--- config.mk ---
export PLATFORM = sky130hd
export DESIGN_NAME = game_select_ctrl_flat
export DESIGN_NICKNAME = d
export VERILOG_FILES = /design/src/rtl/console_pkg.sv /design/src/rtl/game_select_ctrl_if.sv /design/src/rtl/sw_debounce.sv /design/src/rtl/game_select_ctrl.sv /design/src/flat_wrapper.sv
export SDC_FILE = /design/constraint.sdc
export NUM_CORES = 1
export LEC_CHECK = 0
export BUFFER_PORTS_ARGS = -buffer_cell sky130_fd_sc_hd__buf_2
export CAP_MARGIN = 25
export CELL_PAD_IN_SITES_DETAIL_PLACEMENT = 1
export CELL_PAD_IN_SITES_GLOBAL_PLACEMENT = 2
export CORE_MARGIN = 3
export CORE_UTILIZATION = 43
export CTS_CLUSTER_SIZE = 30
export DETAILED_ROUTE_END_ITERATION = 16
export PLACE_DENSITY = 0.9
export SYNTH_ARGS = -nofsm -noshare
export SYNTH_HDL_FRONTEND = slang
export SYNTH_HIERARCHICAL = 1
export SYNTH_SLANG_ARGS = --single-unit
--- constraint.sdc ---
create_clock -name CLOCK_50 -period 5.38 [get_ports CLOCK_50]
set_clock_uncertainty 0.15 [all_clocks]
set_input_delay 0.269 -clock CLOCK_50 [delete_from_list [all_inputs] [get_ports CLOCK_50]]
set_output_delay 0.269 -clock CLOCK_50 [all_outputs]
set_load 0.01 [all_outputs]
--- src/rtl/console_pkg.sv ---
// Shared types and constants for the console game-select controller.
// Per-game vectors use bit 0 for pong and bit 1 for squash.
package console_pkg;

  typedef enum logic [1:0] {
    RUN,
    WAIT_VS,
    BLANK
  } state_e;

  localparam logic GAME_PONG   = 1'b0;
  localparam logic GAME_SQUASH = 1'b1;

  localparam int GAME_BIT_PONG   = 0;
  localparam int GAME_BIT_SQUASH = 1;

  typedef logic [1:0] game_vec_t;

  typedef struct packed {
    logic      sel;
    game_vec_t game_en;
    game_vec_t game_rst_n;
    logic      blank_force;
    logic      busy;
  } ctrl_out_t;

  localparam ctrl_out_t CTRL_OUT_RESET = '{
    sel:         GAME_PONG,
    game_en:     2'b01,
    game_rst_n:  2'b11,
    blank_force: 1'b0,
    busy:        1'b0
  };

  function automatic game_vec_t game_onehot(input logic game);
    game_vec_t v;
    v = '0;
    if (game == GAME_SQUASH) v[GAME_BIT_SQUASH] = 1'b1;
    else                     v[GAME_BIT_PONG]   = 1'b1;
    return v;
  endfunction

endpackage

--- src/rtl/game_select_ctrl_if.sv ---
// Board-side signals of the game-select controller: raw inputs and the
// select/enable/reset/blank controls driven towards the two games.
interface game_select_ctrl_if;
  import console_pkg::*;

  logic      mode_sw;
  logic      vga_vs;
  logic      sel;
  game_vec_t game_en;
  game_vec_t game_rst_n;
  logic      blank_force;
  logic      busy;

  modport slave (
    input  mode_sw, vga_vs,
    output sel, game_en, game_rst_n, blank_force, busy
  );

  modport master (
    output mode_sw, vga_vs,
    input  sel, game_en, game_rst_n, blank_force, busy
  );

endinterface

--- src/rtl/sw_debounce.sv ---
// Two-flop synchroniser plus stability counter for the raw mode switch.
// stable_o follows the switch only after DEBOUNCE_CYCLES unchanged samples.
module sw_debounce #(
  parameter int DEBOUNCE_CYCLES = 500000
) (
  input  logic clk,
  input  logic rst_n,
  input  logic sw_i,
  output logic stable_o
);

  localparam int CW = (DEBOUNCE_CYCLES > 1) ? $clog2(DEBOUNCE_CYCLES) : 1;
  localparam logic [CW-1:0] CNT_LAST = CW'(DEBOUNCE_CYCLES - 1);

  logic          sync1_q, sync2_q;
  logic [CW-1:0] cnt_q, cnt_d;
  logic          stable_q, stable_d;

  // The clear compares the sample about to enter the second stage with the
  // one already there, so the window opens on the synchronised edge itself.
  always_comb begin
    // NOTE: every always_comb output gets a default first so no path infers a latch.
    cnt_d    = cnt_q;
    stable_d = stable_q;
    if (sync1_q != sync2_q)    cnt_d = '0;
    else if (cnt_q != CNT_LAST) cnt_d = cnt_q + 1'b1;
    if (cnt_q == CNT_LAST)     stable_d = sync2_q;
  end

  always_ff @(posedge clk or negedge rst_n) begin
    if (!rst_n) begin
      sync1_q  <= 1'b0;
      sync2_q  <= 1'b0;
      cnt_q    <= '0;
      stable_q <= 1'b0;
    end else begin
      // NOTE: non-blocking assignments so every flop samples pre-edge values.
      sync1_q  <= sw_i;
      sync2_q  <= sync1_q;
      cnt_q    <= cnt_d;
      stable_q <= stable_d;
    end
  end

  assign stable_o = stable_q;

endmodule

--- src/rtl/game_select_ctrl.sv ---
// Decides which game owns the shared VGA/LED/HEX outputs; a selection change
// waits for a frame boundary, then blanks the screen while the new game resets.
module game_select_ctrl
  import console_pkg::*;
#(
  parameter int DEBOUNCE_CYCLES = 500000,
  parameter int BLANK_CYCLES    = 1666667,
  parameter int RST_CYCLES      = 16
) (
  input  logic               CLOCK_50,
  input  logic               resetn,
  game_select_ctrl_if.slave  bus
);

  localparam int BW = (BLANK_CYCLES > 1) ? $clog2(BLANK_CYCLES) : 1;
  localparam logic [BW-1:0] BLANK_LAST = BW'(BLANK_CYCLES - 1);
  localparam logic [BW-1:0] RST_LEN    = BW'(RST_CYCLES);

  state_e        state_q, state_d;
  logic          cur_q, cur_d;
  logic          tgt_q, tgt_d;
  logic [BW-1:0] blank_cnt_q, blank_cnt_d;
  logic          vs_sync1_q, vs_sync2_q, vs_prev_q;
  logic          frame_edge;
  logic          stable;
  ctrl_out_t     out_q, out_d;

  sw_debounce #(
    .DEBOUNCE_CYCLES(DEBOUNCE_CYCLES)
  ) u_sw_debounce (
    .clk      (CLOCK_50),
    .rst_n    (resetn),
    .sw_i     (bus.mode_sw),
    .stable_o (stable)
  );

  assign frame_edge = vs_prev_q & ~vs_sync2_q;

  always_comb begin
    state_d     = state_q;
    cur_d       = cur_q;
    tgt_d       = tgt_q;
    blank_cnt_d = blank_cnt_q;
    case (state_q)
      RUN: begin
        if (stable != cur_q) begin
          tgt_d   = stable;
          state_d = WAIT_VS;
        end
      end
      WAIT_VS: begin
        if (stable == cur_q) begin
          state_d = RUN;
        end else if (frame_edge) begin
          state_d     = BLANK;
          blank_cnt_d = '0;
          cur_d       = tgt_q;
        end
      end
      BLANK: begin
        if (blank_cnt_q == BLANK_LAST) state_d = RUN;
        else                           blank_cnt_d = blank_cnt_q + 1'b1;
      end
      default: state_d = RUN;
    endcase
  end

  // Outputs decode the next state so they register on the same edge as it.
  always_comb begin
    out_d             = CTRL_OUT_RESET;
    out_d.sel         = cur_d;
    out_d.game_en     = game_onehot(cur_d);
    out_d.game_rst_n  = 2'b11;
    out_d.blank_force = 1'b0;
    out_d.busy        = 1'b0;
    case (state_d)
      WAIT_VS: out_d.busy = 1'b1;
      BLANK: begin
        out_d.game_en     = 2'b00;
        out_d.blank_force = 1'b1;
        out_d.busy        = 1'b1;
        if (blank_cnt_d < RST_LEN) out_d.game_rst_n = ~game_onehot(cur_d);
      end
      default: ;
    endcase
  end

  always_ff @(posedge CLOCK_50 or negedge resetn) begin
    if (!resetn) begin
      state_q     <= RUN;
      cur_q       <= GAME_PONG;
      tgt_q       <= GAME_PONG;
      blank_cnt_q <= '0;
      vs_sync1_q  <= 1'b1;
      vs_sync2_q  <= 1'b1;
      vs_prev_q   <= 1'b1;
      out_q       <= CTRL_OUT_RESET;
    end else begin
      state_q     <= state_d;
      cur_q       <= cur_d;
      tgt_q       <= tgt_d;
      blank_cnt_q <= blank_cnt_d;
      vs_sync1_q  <= bus.vga_vs;
      vs_sync2_q  <= vs_sync1_q;
      vs_prev_q   <= vs_sync2_q;
      out_q       <= out_d;
    end
  end

  assign bus.sel         = out_q.sel;
  assign bus.game_en     = out_q.game_en;
  assign bus.game_rst_n  = out_q.game_rst_n;
  assign bus.blank_force = out_q.blank_force;
  assign bus.busy        = out_q.busy;

endmodule
--- src/flat_wrapper.sv ---
// flat-port wrapper written by rule: the top's interface ports become plain ports
module game_select_ctrl_flat import console_pkg::*;
#(
  parameter int DEBOUNCE_CYCLES = 500000,
  parameter int BLANK_CYCLES    = 1666667,
  parameter int RST_CYCLES      = 16
)
  (CLOCK_50, resetn, bus_mode_sw, bus_vga_vs, bus_sel, bus_game_en, bus_game_rst_n, bus_blank_force, bus_busy);
  game_select_ctrl_if bus_i ();
  input  logic CLOCK_50;
  input  logic resetn;
  input wire logic [$bits(bus_i.mode_sw)-1:0] bus_mode_sw;
  input wire logic [$bits(bus_i.vga_vs)-1:0] bus_vga_vs;
  output wire logic [$bits(bus_i.sel)-1:0] bus_sel;
  output wire logic [$bits(bus_i.game_en)-1:0] bus_game_en;
  output wire logic [$bits(bus_i.game_rst_n)-1:0] bus_game_rst_n;
  output wire logic [$bits(bus_i.blank_force)-1:0] bus_blank_force;
  output wire logic [$bits(bus_i.busy)-1:0] bus_busy;
  assign bus_i.mode_sw = bus_mode_sw;
  assign bus_i.vga_vs = bus_vga_vs;
  assign bus_sel = bus_i.sel;
  assign bus_game_en = bus_i.game_en;
  assign bus_game_rst_n = bus_i.game_rst_n;
  assign bus_blank_force = bus_i.blank_force;
  assign bus_busy = bus_i.busy;
  game_select_ctrl #(.DEBOUNCE_CYCLES(DEBOUNCE_CYCLES), .BLANK_CYCLES(BLANK_CYCLES), .RST_CYCLES(RST_CYCLES)) u_core (.CLOCK_50(CLOCK_50), .resetn(resetn), .bus(bus_i));
endmodule
* Word-level counts from Yosys, hierarchy flattened
Index checks and enable logic that the tools add are counted.
** Storage, ports and cells
- Input port bits :: 4
- Register bits :: 56
- Output and inout bits :: 7
** Operators by class
- Muxes and demuxes :: 23
- Equal/unequal tests :: 10
- Bitwise gates (word level) :: 3
- Magnitude comparators :: 1
- Add/sub/neg operators :: 2
- Reduce and logical (&&, ||, !) cells :: 4
** Operators with widths (count)
- 21-bit 2-to-1 mux :: 3
- 21-bit one-hot mux with 2 select lines :: 1
- 19-bit 2-to-1 mux :: 2
- 21-bit by 1-bit adder with 21-bit output, second input constant :: 1
- 21-bit == test, second input constant :: 1
- 21-bit by 5-bit less-than comparator with 1-bit output, second input constant :: 1
- 19-bit by 1-bit adder with 19-bit output, second input constant :: 1
- 19-bit == test, second input constant :: 1
- 19-bit inequality test, second input constant :: 1
- 1-bit 2-to-1 mux :: 10
- 2-bit 2-to-1 mux :: 5
- 2-bit one-hot mux with 3 select lines :: 1
- 5-bit 2-to-1 mux :: 1
- 2-bit by 1-bit == test with 1-bit output, second input constant :: 2
- 2-bit == test, second input constant :: 2
- 2-bit zero test :: 1
- 1-bit inequality test :: 2
- 2-bit NOT :: 1
- 2-bit AND reduction :: 1
- 2-bit nonzero test :: 1
- 2-bit OR reduction :: 1
- 1-bit bitwise AND :: 1
- 1-bit == test :: 1
- 1-bit NOT :: 1

* Logic depth before layout (Yosys ltp)
- Depth in word-level cells :: 11
- Gate-level depth with buffers :: 15
- Depth with buffers taken out :: 15

* By module
Netlist, hierarchy kept.
** Modules (own cells, without submodules)
- game_select_ctrl :: instances 1, area each 2005.7 um2, cells each 227
- sw_debounce :: instances 1, area each 1153.6 um2, cells each 111

* Worst setup path after synthesis
Ideal clock, no wire load.
- Path type :: reg-to-reg
- Start :: register u_core.state_q[0]
- End :: register u_core.out_q, in the netlist u_core/bus.game_rst_n[1]
- Setup slack :: 2.411 ns
- Clock period less this slack :: 2.969 ns
- Arrival :: 2.728 ns
- Cell stages (with the launch flop) :: 15
- Library setup time :: 0.091 ns
- Cell sequence :: dfrtp_1 inv_1 ha_1 buf_6 clkbuf_1 nand2_1 o21ai_0 nand2_1 a21oi_1 ha_1 a21boi_0 nand3_1 or4_1 nor4_2 nand3_1
** RTL lines
- from (decl) :: RTL line game_select_ctrl.sv:19 : state_e state_q, state_d;
- from (signal assigned) :: RTL line game_select_ctrl.sv:99 : state_q <= state_d;
- to (signal assigned) :: RTL line game_select_ctrl.sv:106 : out_q <= out_d;
- to (decl) :: RTL line game_select_ctrl.sv:26 : ctrl_out_t out_q, out_d;

==> implementation parameters <==
Parameter                              Value

STA
  Number of max-slew violations in the final report    0
  RSZ-0062 raised after global routing    no
  Worst path setup slack after routing    between 1.5 and 2 ns
  Share of the clock period used by the worst path    between 60% and 70%
  Max frequency    a little under 0.3 GHz
  Final-layout setup total negative slack    0 ns
  Final setup vio count    0
  Hold Vio Cnt, Final    0
  Hold_ws    about 0.22 ns
  Worst-margin pin slew    around 0.96 ns
  Worst slew margin relative to its limit    between 30% and 40%
  Final min period    approximately 3.4 ns

Pwr
  Static power due to leakage    1.45 nW
  Total chip power    around 0.7 mW
  Total power divided by cell area    approximately 210 nW/um^2
  Worst-case vdd ir drop    approximately 0.12 mV

Synthesis
  Post-synthesis register bit count    56
  Dominant synthesized flop cell    dfrtp_1
  Sequential cell area fraction in the yosys report    between 40 and 50%
  Area share of the largest cell type after synthesis    39.6%
  Count of different cell masters after synthesis    63
  Synth warnings    6
  Number of enable-type register cells in the synthesized netlist    0
  Synthesized net count    between 300 and 400
  Area contributors post-synth    dfrtp_1 40%, nand2_1 5.1%, dfstp_2 5.0%, ha_1 3.6%, nand4_1 3.4%
  Library cell occupying the most area in the post-synthesis netlist    dfrtp_1
  Syn avg cell area    9.35 um^2
  Post-synth ARST share    100%
  Count of mapped cells out of synthesis    ~340
  Top-count cell post-synth    dfrtp_1
  Top cells by instance count after synthesis    50 x dfrtp_1, 43 x nand2_1, 23 x nor2_1
  Post-Syn Area    ~3200 um^2

Finish
  Layout Cell Area excl Fill    ~3400 um^2
  Final Instance Count excl. Fillers    449
  Fraction of layout instances using a drive strength above 1    a little over an eighth
  End-of-flow core utilization    49.3%
  Layout fillers    817
  Post-synthesis to final-layout area growth    8.40%
  Number of antenna cells inserted    0
  Total Nets Final    between 300 and 400

Placed design
  Number of instances in the placed design    between 400 and 500
  GPL Wtd Cong    about 0.79
  PortBufs    10
  Placed instance area    3300 um^2
  Post-detail-place hpwl    slightly below 6000 um
  Setup slack at placement    a little under 2 ns

Global route
  Largest net degree at the start of global routing    between 50 and 60
  Total GRT Usage    around a fifth
  Vias in the first global route    ~2.7k
  Antenna violations before repair    0
  First-pass GRT wire length    roughly 14000 um
  Remaining global-route overflow    0

Clocking
  Bufs on Longest Clock Path    2
  Clock latency of the later-clocked register in the worst-skew pair    about 0.32 ns
  Post CTS Setup Buffer Count    0
  CTS tree    yes
  Clock Sink Count    56
  Root buffer cell    clkbuf_8
  Worst-path clk slew    approximately 0.11 ns
  Cells resized by post-CTS repair    0
  Maximum level of the CTS H-tree    2
  Number of buffers created by CTS    5

Drt
  Routed via count divided by cell count    5.95
  Number of nets with antenna violations after routing    0
  DRC violation count after routing    0
  Number of detailed-routing iterations run before antenna repair    4
  Via count    2670
  Initial DRC count    about 140
  Wire length per cell after detailed routing    between 15 and 20 um
  Total Wirelength    8030 um

Worst hold path
  Startpoint of the worst hold path    u_core/vs_sync1_q
  Worst Hold Path EP    u_core/vs_sync2_q
  Number of instances on the worst hold path    0
  Class of the worst hold path    flop to flop

Worst setup path
  Worst path cell trace    inv_1, ha_1, nand2_1, o21ai_0, nand2_1, a21oi_1, ha_1, a21boi_0, nand3_1, or4_1, nor4_2, nand3_1
  Highest-delay cell along the critical path    ha_1
  Worst Path Required    approximately 5.5 ns
  Number of buffer and inverter instances along the worst setup path    1
  R2R Setup Slk    1.94 ns
  CP Max Fanout    18
  WP depth    12
  Cell type group with the largest total delay on the critical path    simple AND/OR/NAND/NOR gates
  Launching point of the worst reg2reg path    u_core/state_q[0]
  Worst reg2reg path depth    12
  Critical path capture point type    flop
  Crit start category    flop
  Worst R2R End    u_core/bus.game_rst_n[1]
  Arrival time of data at the critical path endpoint    between 3 and 4 ns
  Worst Setup Path Type    flop to flop
  Largest incremental delay on the critical path    about 0.65 ns

Floorplanning
  Effective utilization at floorplan    between 40% and 50%
  Die area    8410 um^2
  I/O pin count    11
  Die width    91.7 um
  Placeable Area    around 6900 um^2
  Standard-cell rows    30
  Vertical die dimension    approximately 90 um

Run status
  Status    finished clean

Job
  # Max-Cap Violations    0
worst max path at each step:
stage / start / to / slack, ns
2_1_floorplan: u_core/state_q[0] / u_core/bus.game_rst_n[1] / 2.41
3_3_place_gp: u_core/state_q[0] / u_core/bus.game_rst_n[1] / 2.12
3_5_place_dp: u_core/state_q[0] / u_core/bus.game_rst_n[1] / 1.94
4_1_cts: u_core/state_q[0] / u_core/bus.game_rst_n[1] / 1.91
5_1_grt: u_core/state_q[0] / u_core/bus.game_rst_n[1] / 1.58
6_report: u_core/state_q[0] / u_core/bus.game_rst_n[1] / 1.94
kinds of logic (layout without fill, tap and decap cells):
logic type	count (synthesis)	in the layout	share of synthesized area (%)
AOI/OAI and AO/OA	69	69	14.7
xor gates and xnor gates	12	12	3.56
adders and majority gates	9	9	3.56
buffers and inverters	25	40	3.48
DFF	56	56	44.6
muxes	2	2	0.673
and+or+nand+nor	165	165	29.4
sequential cells by signal, indices dropped and copies added, names as in the netlist:
| register | count |
|---|---|
| u_core/blank_cnt_q | 21 |
| u_core/u_sw_debounce/sync1_q | 1 |
| u_core/bus.game_rst_n | 2 |
| u_core/u_sw_debounce/cnt_q | 19 |
| u_core/tgt_q | 1 |
| u_core/vs_sync2_q | 1 |
| u_core/bus.busy | 1 |
| u_core/vs_sync1_q | 1 |
| u_core/vs_prev_q | 1 |
| u_core/state_q | 2 |
| u_core/bus.game_en | 2 |
| u_core/bus.blank_force | 1 |
| u_core/bus.sel | 1 |
| u_core/u_sw_debounce/sync2_q | 1 |
| u_core/u_sw_debounce/stable_o | 1 |
cells in the final DEF, fill, tap and decap left out, types with 4 or more instances in the layout:
cell and instances:
nand2_1 43, nand3_1 18, nor3_1 6, nor2_1 23, nand4_1 17, clkbuf_8 5, buf_2 10, dfstp_2 6
or3_1 7, ha_1 9, a21oi_1 12, and4_1 4, o21ai_0 16, a31oi_1 12, and3_1 5, dfrtp_1 50
inv_1 17, nor4_1 11, xnor2_1 5, or4_1 5, xor2_1 6
per-layer routing:
metal	GRT usage [%]	share of wire (%)	vias up
met5	0	0	-
met4	5.57	0.91	0
met3	2.71	2.7	4
met2	32.3	48	31
met1	28.9	49	1336
li1	-	-	1299
timing repair:
item                                   4_1_cts  5_1_grt
hold buffers                                 3        0
endpoints found under the hold margin       52        0
setup endpoints to repair                    0        0
layout make-up:
cell class              count  area (um^2)  share of cell area (%)
inverters                  17         63.8                    1.86
flip-flops and latches     56         1410                    41.1
clock buffers               5         68.8                    2.01
well taps                  96          120                    3.51
repair buffers             15         95.1                    2.78
clock inverters             3         27.5                   0.804
multi-input cells         257         1640                    47.9
report_power, final:
group / total [mW] / internal, mW / switching (mW)
clock: 0.249 / 0.0961 / 0.153
sequential: 0.434 / 0.427 / 0.00722
combinational: 0.0292 / 0.00928 / 0.0199
No activity file was read; power rests on OpenSTA's default activity.
